File: src/rtl/imem_loader_pkg.sv
// Shared types and constants for the instruction-memory loader.
// Optional feature: IMEM_LOADER_FILL_EN (pads memory after the end marker).
package imem_loader_pkg;

  typedef enum logic [2:0] {
    ST_IDLE  = 3'd0,
    ST_LOAD  = 3'd1,
    ST_WRITE = 3'd2,
    ST_FILL  = 3'd3,
    ST_DONE  = 3'd4
  } state_t;

  localparam logic [31:0] END_MARKER    = 32'hFFFF_FFFF;
  localparam int          DEFAULT_DEPTH = 64;
  localparam int          DEFAULT_AW    = 6;

endpackage

File: src/rtl/imem_loader_word_packer.sv
// Assembles a big-endian byte stream into 32-bit words; flags the cycle in
// which the fourth byte of a word is accepted.
module imem_word_packer (
  input  logic        i_clk,
  input  logic        i_rst_n,
  input  logic        i_clr,
  input  logic        i_accept,
  input  logic [7:0]  i_byte,
  output logic [31:0] o_word,
  output logic        o_full
);

  logic [1:0]  r_idx;
  logic [23:0] r_shift;

  // The word is completed combinationally so the top can latch it on the
  // same edge that accepts the last byte.
  assign o_word = {r_shift, i_byte};
  assign o_full = i_accept && (r_idx == 2'd3);

  always_ff @(posedge i_clk or negedge i_rst_n) begin
    if (!i_rst_n) begin
      r_idx   <= 2'd0;
      r_shift <= 24'd0;
    end else if (i_clr) begin
      r_idx   <= 2'd0;
      r_shift <= 24'd0;
    end else if (i_accept) begin
      r_shift <= {r_shift[15:0], i_byte};
      r_idx   <= r_idx + 2'd1;
    end
  end

endmodule

File: src/rtl/imem_loader.sv
// Streams a byte-wide program into instruction memory while holding the CPU in
// reset. Optional IMEM_LOADER_FILL_EN pads the locations after the end marker.
module imem_loader
  import imem_loader_pkg::*;
#(
  parameter int DEPTH = DEFAULT_DEPTH,
  parameter int AW    = DEFAULT_AW
) (
  input  logic          i_clk,
  input  logic          i_rst_n,
  input  logic          i_start,
  input  logic [7:0]    i_in_data,
  input  logic          i_in_valid,
  output logic          o_in_ready,
  output logic          o_mem_we,
  output logic [AW-1:0] o_mem_addr,
  output logic [31:0]   o_mem_wdata,
  output logic          o_cpu_rst,
  output logic          o_busy,
  output logic          o_done,
  output logic [AW:0]   o_word_count
);

  localparam logic [AW-1:0] ADDR_LAST = AW'(DEPTH - 1);
  localparam logic [AW-1:0] ADDR_ONE  = AW'(1);
  localparam logic [AW:0]   CNT_ONE   = (AW + 1)'(1);

  state_t        r_state;
  logic          r_in_ready;
  logic          r_mem_we;
  logic [AW-1:0] r_addr;
  logic [31:0]   r_wdata;
  logic          r_cpu_rst;
  logic          r_busy;
  logic          r_done;
  logic [AW:0]   r_word_count;

  logic          w_accept;
  logic          w_clr;
  logic          w_full;
  logic [31:0]   w_word;
  logic          w_last_addr;

  assign w_accept    = i_in_valid && r_in_ready;
  assign w_clr       = i_start && ((r_state == ST_IDLE) || (r_state == ST_DONE));
  assign w_last_addr = (r_addr == ADDR_LAST);

  imem_word_packer u_packer (
    .i_clk    (i_clk),
    .i_rst_n  (i_rst_n),
    .i_clr    (w_clr),
    .i_accept (w_accept),
    .i_byte   (i_in_data),
    .o_word   (w_word),
    .o_full   (w_full)
  );

  always_ff @(posedge i_clk or negedge i_rst_n) begin
    if (!i_rst_n) begin
      r_state      <= ST_IDLE;
      r_in_ready   <= 1'b0;
      r_mem_we     <= 1'b0;
      r_addr       <= '0;
      r_wdata      <= '0;
      r_cpu_rst    <= 1'b1;
      r_busy       <= 1'b0;
      r_done       <= 1'b0;
      r_word_count <= '0;
    end else begin
      case (r_state)
        ST_IDLE, ST_DONE: begin
          if (i_start) begin
            r_state      <= ST_LOAD;
            r_addr       <= '0;
            r_word_count <= '0;
            r_in_ready   <= 1'b1;
            r_busy       <= 1'b1;
            r_done       <= 1'b0;
            r_cpu_rst    <= 1'b1;
          end
        end
        ST_LOAD: begin
          if (w_full) begin
            r_state    <= ST_WRITE;
            r_in_ready <= 1'b0;
            r_mem_we   <= 1'b1;
            r_wdata    <= w_word;
          end
        end
        ST_WRITE: begin
          r_mem_we <= 1'b0;
          if (r_wdata == END_MARKER) begin
`ifdef IMEM_LOADER_FILL_EN
            if (w_last_addr) begin
              r_state   <= ST_DONE;
              r_busy    <= 1'b0;
              r_done    <= 1'b1;
              r_cpu_rst <= 1'b0;
            end else begin
              // r_wdata already holds the marker, which doubles as fill data
              r_state  <= ST_FILL;
              r_addr   <= r_addr + ADDR_ONE;
              r_mem_we <= 1'b1;
            end
`else
            r_state   <= ST_DONE;
            r_busy    <= 1'b0;
            r_done    <= 1'b1;
            r_cpu_rst <= 1'b0;
`endif
          end else begin
            r_word_count <= r_word_count + CNT_ONE;
            if (w_last_addr) begin
              r_state   <= ST_DONE;
              r_busy    <= 1'b0;
              r_done    <= 1'b1;
              r_cpu_rst <= 1'b0;
            end else begin
              r_state    <= ST_LOAD;
              r_addr     <= r_addr + ADDR_ONE;
              r_in_ready <= 1'b1;
            end
          end
        end
        ST_FILL: begin
          if (w_last_addr) begin
            r_state   <= ST_DONE;
            r_mem_we  <= 1'b0;
            r_busy    <= 1'b0;
            r_done    <= 1'b1;
            r_cpu_rst <= 1'b0;
          end else begin
            r_addr <= r_addr + ADDR_ONE;
          end
        end
        default: begin
          r_state    <= ST_IDLE;
          r_in_ready <= 1'b0;
          r_mem_we   <= 1'b0;
          r_busy     <= 1'b0;
          r_done     <= 1'b0;
          r_cpu_rst  <= 1'b1;
        end
      endcase
    end
  end

  assign o_in_ready   = r_in_ready;
  assign o_mem_we     = r_mem_we;
  assign o_mem_addr   = r_addr;
  assign o_mem_wdata  = r_wdata;
  assign o_cpu_rst    = r_cpu_rst;
  assign o_busy       = r_busy;
  assign o_done       = r_done;
  assign o_word_count = r_word_count;

endmodule

File: config.mk
export PLATFORM = sky130hd
export DESIGN_NAME = imem_loader
export DESIGN_NICKNAME = d
export VERILOG_FILES = /design/src/rtl/imem_loader_pkg.sv /design/src/rtl/imem_loader_word_packer.sv /design/src/rtl/imem_loader.sv
export SDC_FILE = /design/constraint.sdc
export NUM_CORES = 1
export LEC_CHECK = 0
export ABC_CLOCK_PERIOD_IN_PS = 3100
export CAP_MARGIN = 20
export CORE_UTILIZATION = 34
export DETAILED_ROUTE_END_ITERATION = 10
export PLACE_DENSITY_LB_ADDON = 0.1
export REMOVE_ABC_BUFFERS = 1
export SLEW_MARGIN = 5
export SYNTH_ARGS = -nofsm -noshare
export SYNTH_HDL_FRONTEND = slang
export SYNTH_SLANG_ARGS = --single-unit
File: constraint.sdc
create_clock -name i_clk -period 3.1 [get_ports i_clk]
set_input_delay 0.62 -clock i_clk [delete_from_list [all_inputs] [get_ports i_clk]]
set_output_delay 0.62 -clock i_clk [all_outputs]
set_load 0.01 [all_outputs]
Yosys cells after proc, flatten, opt, wreduce, memory -nomap -nowiden

Cells that the tools add are included.

$add $sub $neg: 3
Equal/unequal tests: 12
Mux-type cells: 35
Bitwise logic cells: 3
Reduce and logical (&&, ||, !) cells: 16

Operator list:

| cell                                                             | count |
|---|---|
| 24-bit two-way mux                                               | 2 |
| 32-bit == test (second input constant)                           | 1 |
| 6-bit two-way mux                                                | 3 |
| 6-bit case mux with 3 select lines                               | 1 |
| 1-bit case mux with 4 select lines                               | 4 |
| 3-bit two-way mux                                                | 5 |
| 7-bit two-way mux                                                | 2 |
| 7-bit case mux with 2 select lines                               | 1 |
| 1-bit two-way mux                                                | 13 |
| 3-bit case mux with 4 select lines                               | 1 |
| 3-bit AND reduction                                              | 4 |
| 2-bit inequality test (second input constant)                    | 4 |
| 7-bit by 1-bit adder with 7-bit output (second input constant)   | 1 |
| 6-bit by 1-bit adder with 6-bit output (second input constant)   | 1 |
| 3-bit by 2-bit == test with 1-bit output (second input constant) | 2 |
| 6-bit == test (second input constant)                            | 1 |
| 5-bit AND reduction                                              | 1 |
| 2-bit two-way mux                                                | 2 |
| 2-bit AND reduction                                              | 2 |
| 2-bit nonzero test                                               | 2 |
| 3-bit by 1-bit == test with 1-bit output (second input constant) | 1 |
| 3-bit == test (second input constant)                            | 1 |
| 1-bit logical AND                                                | 3 |
| 3-bit logical NOT                                                | 1 |
| other kinds (8)                                                  | 10 |

Register bits: 79
Input bits: 12
Output and inout bits: 50
Word-level logic and storage cells: 80

Logic depth before layout (Yosys ltp)

Depth after elaboration: 4
Mapped depth: 6
Depth with buffers taken out: 6

By module

A second synthesis with hierarchy kept.

Cells, all modules: 302
Area, all modules: 3,647.2 um2

By module, submodules not included:

| module           | instances | cells an instance | area each (um2) |
|---|---|---|---|
| imem_loader      | 1         | 208               | 2,493.6 |
| imem_word_packer | 1         | 94                | 1,153.6 |

Worst setup path before layout

Ideal clock, no wire load.

Kind: register to register
Start: register r_wdata[15], in the netlist o_mem_wdata[15]
End: register r_addr[4], in the netlist o_mem_addr[4]
Library setup time: 0.126 ns
Arrival: 1.730 ns
Required time: 2.974 ns
Setup slack: 1.244 ns
Cell stages (with the launch flop): 6
Path buffers: 0
Clock period less this slack: 1.856 ns
Path through: dfrtp_1 > nand4_1 > or4_4 > nor4_4 > nor4_1 > a311o_1

Cells in the longest elaborated chain, start to end: 3

RTL lines:

| item                                   | RTL line           | RTL |
|---|---|---|
| start: declaration                     | imem_loader.sv:32  | `logic [31:0] r_wdata;` |
| start signal: assignment               | imem_loader.sv:87  | `r_wdata <= w_word;` |
| 32-bit == test                         | imem_loader.sv:92  | `if (r_wdata == END_MARKER) begin` |
| 2-bit inequality test (no source line) | -                  |  |
| 3-bit AND reduction (no source line)   | -                  |  |
| end signal: assignment                 | imem_loader.sv:120 | `r_addr <= r_addr + ADDR_ONE;` |
| end signal: assignment                 | imem_loader.sv:133 | `r_addr <= r_addr + ADDR_ONE;` |
| end: declaration                       | imem_loader.sv:31  | `logic [AW-1:0] r_addr;` |

Every way passes these cells.
A chain may end at the register's enable or synchronous reset.

Worst setup path in the final report

Start: register r_state[1]
End: register r_addr[5], in the netlist o_mem_addr[5]

Cells in the longest elaborated chain, start to end: 4

RTL lines:

| item                                                                         | RTL line          | RTL |
|---|---|---|
| start: declaration                                                           | imem_loader.sv:28 | `state_t r_state;` |
| start signal: assignment                                                     | imem_loader.sv:60 | `r_state <= ST_IDLE;` |
| start signal: assignment                                                     | imem_loader.sv:73 | `r_state <= ST_LOAD;` |
| start signal: assignment                                                     | imem_loader.sv:84 | `r_state <= ST_WRITE;` |
| 3-bit == test or 3-bit logical NOT (tied branches)                           | imem_loader.sv:70 | `case (r_state)` |
| 2-bit OR reduction                                                           | imem_loader.sv:70 |  |
| 2-bit inequality test (no source line) or 3-bit nonzero test (tied branches) | -                 |  |
| 3-bit AND reduction (no source line)                                         | -                 |  |

Parallel ways exist; a longest one is shown, timed or not.

==> results.toml <==
[clock_tree]
clockBufferDepth = 2
clk_latency_ns = 0.35
cts-htree-levels = 3
hold_buffers = 0
cts_num_sinks = 79
cts_resized = 0
cts_setup_buffers = 0
cts_buffers = 9
tritoncts = "yes"
cts_root_buffer = "clkbuf_8"
cts.reportedPaths.clkPinSlew_ns = 0.09

[timing]
worst_slack_ns = 1.01
setup_tns_ns = 0
rsz0062_at_grt = "false"
skew_ns = 0.00938
slew_headroom = 0.371
period_share = 0.673
worst_pin_slew_ns = 0.941
max_freq_mhz = 479
finalHoldViolations = 0
setup_viol = 0
maxSlewViolCount = 0
min_period_ns = 2.09

[drt]
ant_nets = 0
drt_iter0_markers = 132
wire_per_inst_um = 14.8
wirelength_mm = 7.69
dr_total_vias = 2535
first_pass_iters = 4
drcViolationCount = 0
avgViaCountPerCell = 4.89

[critical_path]
cp.required_ns = 3.38
worstPathCellList = "and2b_1 -> o21a_1 -> nand4_1 -> or3_2 -> a21oi_1"
path_class = "register to register"
worstSetupStartpointType = "register"
crit_slowest_cell = "dfrtp_1"
endpoint_kind = "register"
critical-path-max-stage-delay_ns = 0.71
crit_fanout = 19
worst_ep_arrival_time_ns = 2.37

[synthesis]
synth_top_area_cell = "dfrtp_1"
avgSynthCellArea_um2 = 10.8
syn_area_mm2 = 0.00345
synth_seq_cells = 79
synthTopCellsByCount = "dfrtp_1, nand2_1, mux2_2, a21oi_1"
ys_async_sr_fraction = 1.00
synth_area_leaders = "dfrtp_1, mux2_2, nand2_1, a21oi_1, mux2i_1"
synthDistinctLibCells = 45
synth_edf_count = 0
syn_inst = 318
yosysSeqAreaShare = 0.573
synth_warnings = 0
yosysTopAreaCellShare = 0.566
dominantRegCellSynth = "dfrtp_1"

[global_route]
grt_max_degree = 80
gr-total-overflow = 0
grt_usage = 0.161
grt_pass1_wl_mm = 12.7
antenna_found_initial = 0
grt_pass1_vias = 2516

[floorplanning]
die_area_mm2 = 0.0106
die_y_um = 103
ios = 62
initial_utilization = 0.351
core_area_mm2 = 0.00982
fp-row-count = 36
die_w_um = 103

[job]
drv_cap = 0

[place]
hpwl_mm = 4.92
gp_congestion = 0.759
pre_cts_ws_ns = 0.729
portBuffers = 61
dpl_cell_area_mm2 = 0.00419

[hold_path]
hp-class = "primary input to async pin"

[status]
status = "complete, no violations"

[power]
ir_drop_mv = 0.311
finalPower_mw = 3.59
cellPowerDensity_mw_per_mm2 = 816
leakage_nw = 1.98

[final_layout]
fin_area_mm2 = 0.00440
num_antenna_cells = 0
final_util = 0.448
fin_nets = 395
area_delta_synth_final_pct = 27.5
drive_gt1_frac = 0.166
-- logic make-up (layout without fill, tap and decap cells) --
kind of cell	Yosys count	count (layout)	share of synthesized area
compound gates	59	59	0.107
fa+ha+maj	3	3	0.0109
mux	39	39	0.125
flops	79	79	0.573
buf+inv	20	87	0.0243
simple gates	117	117	0.157
xor+xnor	1	1	0.00254
-- final timing paths --
| check | startpoint | endpoint | slack [ns] | depth (start not counted) |
|---|---|---|---|---|
| worst min-delay path | i_rst_n | o_mem_addr[5] | 0.10 | 1 |
| worst max register to register | r_state[1] | o_mem_addr[5] | 1.01 | 5 |
| worst min register to register | o_cpu_rst | o_cpu_rst | 0.50 | 1 |
| min in group i_clk | o_cpu_rst | o_cpu_rst | 0.50 | 1 |
| worst max-delay path | r_state[1] | o_mem_addr[5] | 1.01 | 5 |
| max in group asynchronous | i_rst_n | o_word_count[4] | 2.41 | 2 |
-- per-stage QoR --
stage / instances / hold WS, ns
after global placement: 501 / 0.482
after CTS: 517 / 0.468
after global routing: 518 / 0.0977
after detailed placement: 501 / 0.488
after floorplan: 303 / 0.324
final: 518 / 0.102
-- sequential cells by signal, indices dropped and copies added (netlist names) --
| signal | count |
|---|---|
| o_mem_addr | 6 |
| o_busy | 1 |
| o_in_ready | 1 |
| u_packer.r_idx | 2 |
| r_state | 3 |
| o_done | 1 |
| o_mem_wdata | 32 |
| o_word_count | 7 |
| o_mem_we | 1 |
| u_packer.r_shift | 24 |
| o_cpu_rst | 1 |
-- per-layer routing --
layer  share of wire  vias to the layer above  global-route usage
met5               0                        -                   0
met4           0.014                        0              0.0659
met3           0.044                        8              0.0407
met2            0.47                       52               0.259
met1            0.47                     1230               0.208
li1                -                     1245                   -
-- report_power, final --
group / total, mW / internal (mW) / switching (mW)
clock network: 0.710 / 0.299 / 0.411
registers: 1.71 / 1.39 / 0.317
logic: 1.17 / 0.636 / 0.535
-- layout by cell type (no fill, tap or decap), drive strengths merged, types with 3 or more instances in the layout --
cell type / n
nand2: 78
dfrtp: 78
clkdlybuf4s50: 60
mux2: 32
a21oi: 31
nand4: 9
clkbuf: 9
o21ai: 9
inv: 8
mux2i: 7
nor2: 7
buf: 6
nand3: 5
nand2b: 3
o21bai: 3
a211oi: 3
ha: 3
o31ai: 3
or3: 3
-- cell type report --
cell class                 count  area, um^2
clock buffer                   9         124
clock inverter                 7        55.1
fill                         999        5420
inverter                       5        18.8
multi-input combinational    219        1390
sequential                    79        1980
tap                          133         166
timing repair buffer          66         666
-- worst max-delay path, delay by kind of cell (launching register included) --
| family | cells | cell delay [ns] |
|---|---|---|
| simple gates | 3 | 0.88 |
| compound gates | 2 | 0.43 |
| flops | 1 | 0.71 |
(Power assumes the default switching activity.)
